$ cat src/rtl/timer_pkg.sv
// rtl/timer_pkg.sv - shared state encoding and default sizes for the multi-channel timer
package timer_pkg;

    localparam int DEF_WIDTH = 32;
    localparam int DEF_N_CH  = 4;
    localparam int DEF_PRE_W = 8;

    typedef enum logic [1:0] {
        ST_IDLE = 2'd0,
        ST_RUN  = 2'd1,
        ST_DONE = 2'd2
    } timer_state_e;

endpackage

$ cat src/rtl/timer_channel.sv
// rtl/timer_channel.sv - one capture/overrun/alarm channel of the multi-channel timer
module timer_channel
    import timer_pkg::*;
#(
    parameter int WIDTH = DEF_WIDTH
) (
    input  logic             clk_in,
    input  logic             rst_in,
    input  logic             armed_in,
    input  logic             capture_in,
    input  logic             rst_capture_in,
    input  logic             alarm_en_in,
    input  logic [WIDTH-1:0] alarm_val_in,
    input  logic [WIDTH-1:0] counter_in,
    input  logic             tick_upd_in,
    output logic [WIDTH-1:0] captured_out,
    output logic             valid_out,
    output logic             ovr_out,
    output logic             alarm_out
);

    logic             cap_prev_q, rcap_prev_q;
    logic [WIDTH-1:0] captured_q, captured_d;
    logic             valid_q, valid_d;
    logic             ovr_q, ovr_d;
    logic             alarm_q, alarm_d;
    logic             cap_ev, rcap_ev;

    // Edge events and next capture/flag/alarm state; capture beats a simultaneous flag clear.
    always_comb begin
        cap_ev     = armed_in & capture_in & ~cap_prev_q;
        rcap_ev    = armed_in & rst_capture_in & ~rcap_prev_q;
        captured_d = captured_q;
        valid_d    = valid_q;
        ovr_d      = ovr_q;
        if (cap_ev) begin
            captured_d = counter_in;
            valid_d    = 1'b1;
            ovr_d      = rcap_ev ? 1'b0 : (ovr_q | valid_q);
        end else if (rcap_ev) begin
            valid_d = 1'b0;
            ovr_d   = 1'b0;
        end
        // The counter already shows the new value; pulse only if a tick put it there.
        alarm_d = tick_upd_in & alarm_en_in & (counter_in == alarm_val_in);
    end

    // Channel registers with asynchronous clear.
    always_ff @(posedge clk_in or posedge rst_in) begin
        if (rst_in) begin
            cap_prev_q  <= 1'b0;
            rcap_prev_q <= 1'b0;
            captured_q  <= '0;
            valid_q     <= 1'b0;
            ovr_q       <= 1'b0;
            alarm_q     <= 1'b0;
        end else begin
            cap_prev_q  <= capture_in;
            rcap_prev_q <= rst_capture_in;
            captured_q  <= captured_d;
            valid_q     <= valid_d;
            ovr_q       <= ovr_d;
            alarm_q     <= alarm_d;
        end
    end

    assign captured_out = captured_q;
    assign valid_out    = valid_q;
    assign ovr_out      = ovr_q;
    assign alarm_out    = alarm_q;

endmodule

$ cat src/rtl/multi_channel_timer.sv
// rtl/multi_channel_timer.sv - prescaled run/pause/oneshot timer with per-channel capture and alarms
module multi_channel_timer
    import timer_pkg::*;
#(
    parameter int WIDTH = DEF_WIDTH,
    parameter int N_CH  = DEF_N_CH,
    parameter int PRE_W = DEF_PRE_W
) (
    input  logic                  clk_in,
    input  logic                  rst_in,
    input  logic                  start_in,
    input  logic                  stop_in,
    input  logic                  clear_in,
    input  logic                  oneshot_in,
    input  logic [PRE_W-1:0]      prescale_in,
    input  logic [WIDTH-1:0]      reload_in,
    input  logic [N_CH-1:0]       capture_in,
    input  logic [N_CH-1:0]       rst_capture_in,
    input  logic [N_CH-1:0]       alarm_en_in,
    input  logic [N_CH*WIDTH-1:0] alarm_in,
    output logic [WIDTH-1:0]      counter_out,
    output logic [N_CH*WIDTH-1:0] captured_out,
    output logic [N_CH-1:0]       capture_valid_out,
    output logic [N_CH-1:0]       capture_ovr_out,
    output logic [N_CH-1:0]       alarm_out,
    output logic                  wrap_out,
    output logic                  running_out
);

    timer_state_e     state_q, state_d;
    logic [WIDTH-1:0] counter_q, counter_d;
    logic [PRE_W-1:0] pre_q, pre_d;
    logic             wrap_q, wrap_d;
    logic             upd_q, upd_d;
    // Suppresses edge events on the first clock after reset so held-high inputs are ignored.
    logic             armed_q;
    logic             start_prev_q, stop_prev_q, clear_prev_q;
    logic             start_ev, stop_ev, clear_ev;
    logic             tick, tick_eff, term;

    // Next-state, prescaler and counter logic; stop beats start, clear beats a tick.
    always_comb begin
        start_ev  = armed_q & start_in & ~start_prev_q;
        stop_ev   = armed_q & stop_in & ~stop_prev_q;
        clear_ev  = armed_q & clear_in & ~clear_prev_q;
        tick      = (state_q == ST_RUN) && (pre_q == prescale_in);
        tick_eff  = tick & ~clear_ev;
        term      = (counter_q == reload_in);
        state_d   = state_q;
        counter_d = counter_q;
        pre_d     = pre_q;
        wrap_d    = 1'b0;
        upd_d     = 1'b0;
        case (state_q)
            ST_IDLE: begin
                if (start_ev && !stop_ev) state_d = ST_RUN;
            end
            ST_RUN: begin
                pre_d = tick ? '0 : pre_q + PRE_W'(1);
                if (tick_eff) begin
                    wrap_d = term;
                    if (!(term && oneshot_in)) begin
                        counter_d = term ? '0 : counter_q + WIDTH'(1);
                        upd_d     = 1'b1;
                    end
                end
                if (stop_ev) state_d = ST_IDLE;
                else if (tick_eff && term && oneshot_in) state_d = ST_DONE;
            end
            ST_DONE: begin
                if (start_ev && !stop_ev) begin
                    state_d   = ST_RUN;
                    counter_d = '0;
                    pre_d     = '0;
                end
            end
            default: state_d = ST_IDLE;
        endcase
        if (clear_ev) begin
            counter_d = '0;
            pre_d     = '0;
        end
    end

    // Timer state registers with asynchronous clear.
    always_ff @(posedge clk_in or posedge rst_in) begin
        if (rst_in) begin
            state_q      <= ST_IDLE;
            counter_q    <= '0;
            pre_q        <= '0;
            wrap_q       <= 1'b0;
            upd_q        <= 1'b0;
            armed_q      <= 1'b0;
            start_prev_q <= 1'b0;
            stop_prev_q  <= 1'b0;
            clear_prev_q <= 1'b0;
        end else begin
            state_q      <= state_d;
            counter_q    <= counter_d;
            pre_q        <= pre_d;
            wrap_q       <= wrap_d;
            upd_q        <= upd_d;
            armed_q      <= 1'b1;
            start_prev_q <= start_in;
            stop_prev_q  <= stop_in;
            clear_prev_q <= clear_in;
        end
    end

    assign counter_out = counter_q;
    assign wrap_out    = wrap_q;
    assign running_out = (state_q == ST_RUN);

    for (genvar i = 0; i < N_CH; i++) begin : g_ch
        timer_channel #(.WIDTH(WIDTH)) u_ch (
            .clk_in        (clk_in),
            .rst_in        (rst_in),
            .armed_in      (armed_q),
            .capture_in    (capture_in[i]),
            .rst_capture_in(rst_capture_in[i]),
            .alarm_en_in   (alarm_en_in[i]),
            .alarm_val_in  (alarm_in[i*WIDTH +: WIDTH]),
            .counter_in    (counter_q),
            .tick_upd_in   (upd_q),
            .captured_out  (captured_out[i*WIDTH +: WIDTH]),
            .valid_out     (capture_valid_out[i]),
            .ovr_out       (capture_ovr_out[i]),
            .alarm_out     (alarm_out[i])
        );
    end

endmodule

$ cat config.mk
export PLATFORM = sky130hd
export DESIGN_NAME = multi_channel_timer
export DESIGN_NICKNAME = d
export VERILOG_FILES = /design/src/rtl/timer_pkg.sv /design/src/rtl/timer_channel.sv /design/src/rtl/multi_channel_timer.sv
export SDC_FILE = /design/constraint.sdc
export NUM_CORES = 1
export LEC_CHECK = 0
export ABC_AREA = 0
export CORE_AREA = 2 2 136 190
export DETAILED_ROUTE_END_ITERATION = 8
export DIE_AREA = 0 0 138 192
export DONT_BUFFER_PORTS = 1
export PLACE_DENSITY = 0.56
export SETUP_SLACK_MARGIN = 0.1
export SLEW_MARGIN = 10
export SYNTH_ARGS = -nofsm -noshare
export SYNTH_HDL_FRONTEND = slang
export SYNTH_HIERARCHICAL = 1
export SYNTH_SLANG_ARGS = --single-unit
$ cat constraint.sdc
create_clock -name clk_in -period 2.15 [get_ports clk_in]
set_clock_uncertainty 0.1 [all_clocks]
set_input_delay 0.43 -clock clk_in [delete_from_list [all_inputs] [get_ports clk_in]]
set_output_delay 0.43 -clock clk_in [all_outputs]
set_load 0.1 [all_outputs]
==> impl_metrics.yaml <==
clock_network:
  numCtsBuffers: 17
  clock_latency_ps: 440
  htreeDepth: 4
  clock-root-buffer: "clkbuf_16"
  clk_pin_slew_ps: 70
  clock_path_buffers: 2
  cts_tree: "done"
  cts.sinks: 196
setup_path:
  r2r-end: "counter_out[7]"
  arrival_ps: 2530
  critPathKind: "reg -> reg"
  reg2reg_depth: 8
  cp-startpoint: "counter_out[22]"
  path_max_fanout: 19
  critPathRequiredTime_ps: 2420
  worstSetupStartpointType: "register"
  critPathCaptureType: "register"
  reg2reg_from: "counter_out[22]"
  r2r_setup_slack_ps: -110
detailed_routing:
  dr.pass1.iters: 4
  wl_mm: 37.9
  first_iter_violations: 432
  post_drt_via_cell_ratio: 5.75
  wl_per_cell_um: 28.0
  postRouteAntennaNets: 0
  drc: 0
  num_vias: 7771
floorplan:
  pin_count: 360
  die_area_sq_um: 26500
  coreArea_sq_um: 24700
  die_h_um: 192
  die_w_um: 138
  initial_core_util_pct: 40.6
  rows: 68
sta:
  report.final.setup_viol: 33
  rsz0062_at_grt: "yes"
  layout_setup_ws_ps: -108
  tightestPinTransition_ps: 969
  clock.fmax_ghz: 0.443
  timing.final.crit_share_pct: 105
  maxSlewViolCount: 0
  hold_viol: 0
  min_period_ps: 2260
  relSlewSlack_pct: 35.4
logic_synthesis:
  synth_edf_count: 0
  netlist-cell-type-count: 54
  syn_nets: 1042
  synth_area_sq_um: 10000
  async_reset_ff_share_pct: 100
  synth_warnings: 6
  synth_seq_cells: 196
  synth-main-ff-cell: "dfrtp_1"
  seq_area_frac_synth_pct: 49.0
  synth_area_per_cell_sq_um: 11.7
  synth_cells: 854
worst_hold_path:
  hp-class: "in -> reg"
  holdCritStartpoint: "alarm_in[77]"
  holdPathEnd: "g_ch[2].u_ch/alarm_out"
  hold_depth: 3
layout:
  n_fill_cell: 2259
  synthToLayoutAreaGrowth_pct: 27.9
  drive_gt1_share_pct: 41.0
  layout_common_cells: "dfrtp_1 (164), buf_4 (131), mux2_2 (129)"
  final_common_cell: "dfrtp_1"
  nets: 1213
  n_antenna_cell: 0
global_route:
  grt_max_degree: 38
  grt_first_pass_wirelength_mm: 55.2
  track_usage_pct: 28.6
  antenna_found_initial: 0
  grt_pass1_vias: 8262
  overflow: 0
power:
  leakage_uw: 0.00580
  finalPower_uw: 13600
  ir_worst_vdd_mv: 1.55
  power_density_nw_per_um2: 1070
placement:
  port_buffers: 0
  place_hpwl_mm: 29.3
  place_ws_ps: -191
  gp_congestion: 0.901
status:
  outcome: "finished with violations"
  violations: "negative setup slack"
flow_run:
  cap_violations: 0
cell usage after synthesis (2+ instances only):
cell type / count / area [sq um]
nand2_1: 47 / 176
a21oi_1: 11 / 55.1
buf_2: 20 / 100
and3_1: 2 / 12.5
nor4b_1: 3 / 26.3
inv_1: 13 / 48.8
nor3_1: 7 / 35.0
nand3_1: 29 / 145
nand3b_1: 8 / 60.1
o31ai_1: 8 / 60.1
and2_1: 5 / 31.3
or3_1: 5 / 31.3
a21o_1: 5 / 37.5
buf_6: 5 / 56.3
mux2_2: 129 / 1450
nand4_1: 34 / 213
xnor2_1: 72 / 631
dfrtp_1: 196 / 4900
nand2b_1: 4 / 25.0
nor3_2: 5 / 50.1
a22o_1: 21 / 184
or4_1: 6 / 45.0
xor2_1: 98 / 858
ha_1: 2 / 25.0
clkbuf_1: 8 / 30.0
nor2_1: 17 / 63.8
or2_2: 5 / 31.3
o21ai_0: 36 / 180
nor4_1: 24 / 150
o2bb2ai_1: 5 / 43.8
per-stage QoR:
stage / utilization, % / hold WS (ps) / instances / setup TNS [ps] / instance area, sq um
2_1_floorplan: - / 349 / 854 / -7740 / 10200
4_1_cts: 51.3 / 65.1 / 1351 / -1010 / 12700
6_report: 51.9 / 89.7 / 1352 / -2180 / 12800
3_5_place_dp: 47.4 / 195 / 1303 / -4960 / 11700
5_1_grt: 51.9 / 79.6 / 1352 / -5710 / 12800
3_3_place_gp: 47.4 / 194 / 1303 / -4480 / 11700
area by class of cell:
cell class,count,area (sq um),area share (%)
clock buffer,18,429,3.35
clock inverter,13,121,0.948
inverter,14,52.6,0.410
multi-input combinational,611,5100,39.9
sequential,196,5010,39.1
tap,315,394,3.08
timing repair buffer,185,1700,13.2
worst max-delay path, cell delays in order (launching register included):
cell	delay [ps]
dfrtp_4	490
xor2_2	200
nor4_2	280
buf_4	180
nand3_4	100
nor4_4	300
nand2b_4	200
buf_12	160
a22o_1	160
where the power goes:
group	internal [uW]	switching [uW]	total [uW]
logic	1480	2420	3900
clock network	1520	1530	3050
registers	4110	2590	6690
total	7110	6530	13600
sequential cells by signal, indices dropped and copies added (netlist names):
signal / cells
armed_q: 1
clear_prev_q: 1
counter_out: 32
g_ch.u_ch/alarm_out: 4
g_ch.u_ch/cap_prev_q: 4
g_ch.u_ch/captured_out: 128
g_ch.u_ch/ovr_out: 4
g_ch.u_ch/rcap_prev_q: 4
g_ch.u_ch/valid_out: 4
pre_q: 8
start_prev_q: 1
state_q: 2
stop_prev_q: 1
upd_q: 1
wrap_out: 1
repair_timing:
item                                    CTS  global route
hold buffers                             12             0
endpoints found under the hold margin   131             0
pin swaps                                15            10
setup buffers                             5             1
endpoints found under the setup margin   49            46
resized for setup                        58            29
routing by layer:
metal  track usage (%)  vias to the layer above  share of wire [%]
met5                 0                        -                  0
met4              15.3                        0                5.0
met3              9.03                       81                8.8
met2              49.8                      376                 50
met1              31.2                     3918                 36
li1                  -                     3396                  -
logic make-up after synthesis:
group / Yosys count / synth area share, %
AO/OA/AOI/OAI: 95 / 6.56
XOR/XNOR: 170 / 14.9
adder cells (fa/ha/maj): 2 / 0.250
buffers and inverters: 47 / 2.39
flip-flops: 196 / 49.0
multiplexers: 130 / 14.6
other: 1 / 0.0374
AND/OR/NAND/NOR: 213 / 12.3
how the worst max path moves through the flow:
stage                       to  slack (ps)  cells past startpoint
6_report        counter_out[7]        -110                      8
5_1_grt        counter_out[13]        -190                      7
4_1_cts         counter_out[9]         -50                      8
3_5_place_dp   counter_out[13]        -190                      7
3_3_place_gp   counter_out[13]        -200                      7
2_1_floorplan  counter_out[21]        -280                      7
Note: power is estimated with default switching activity, not from simulation.
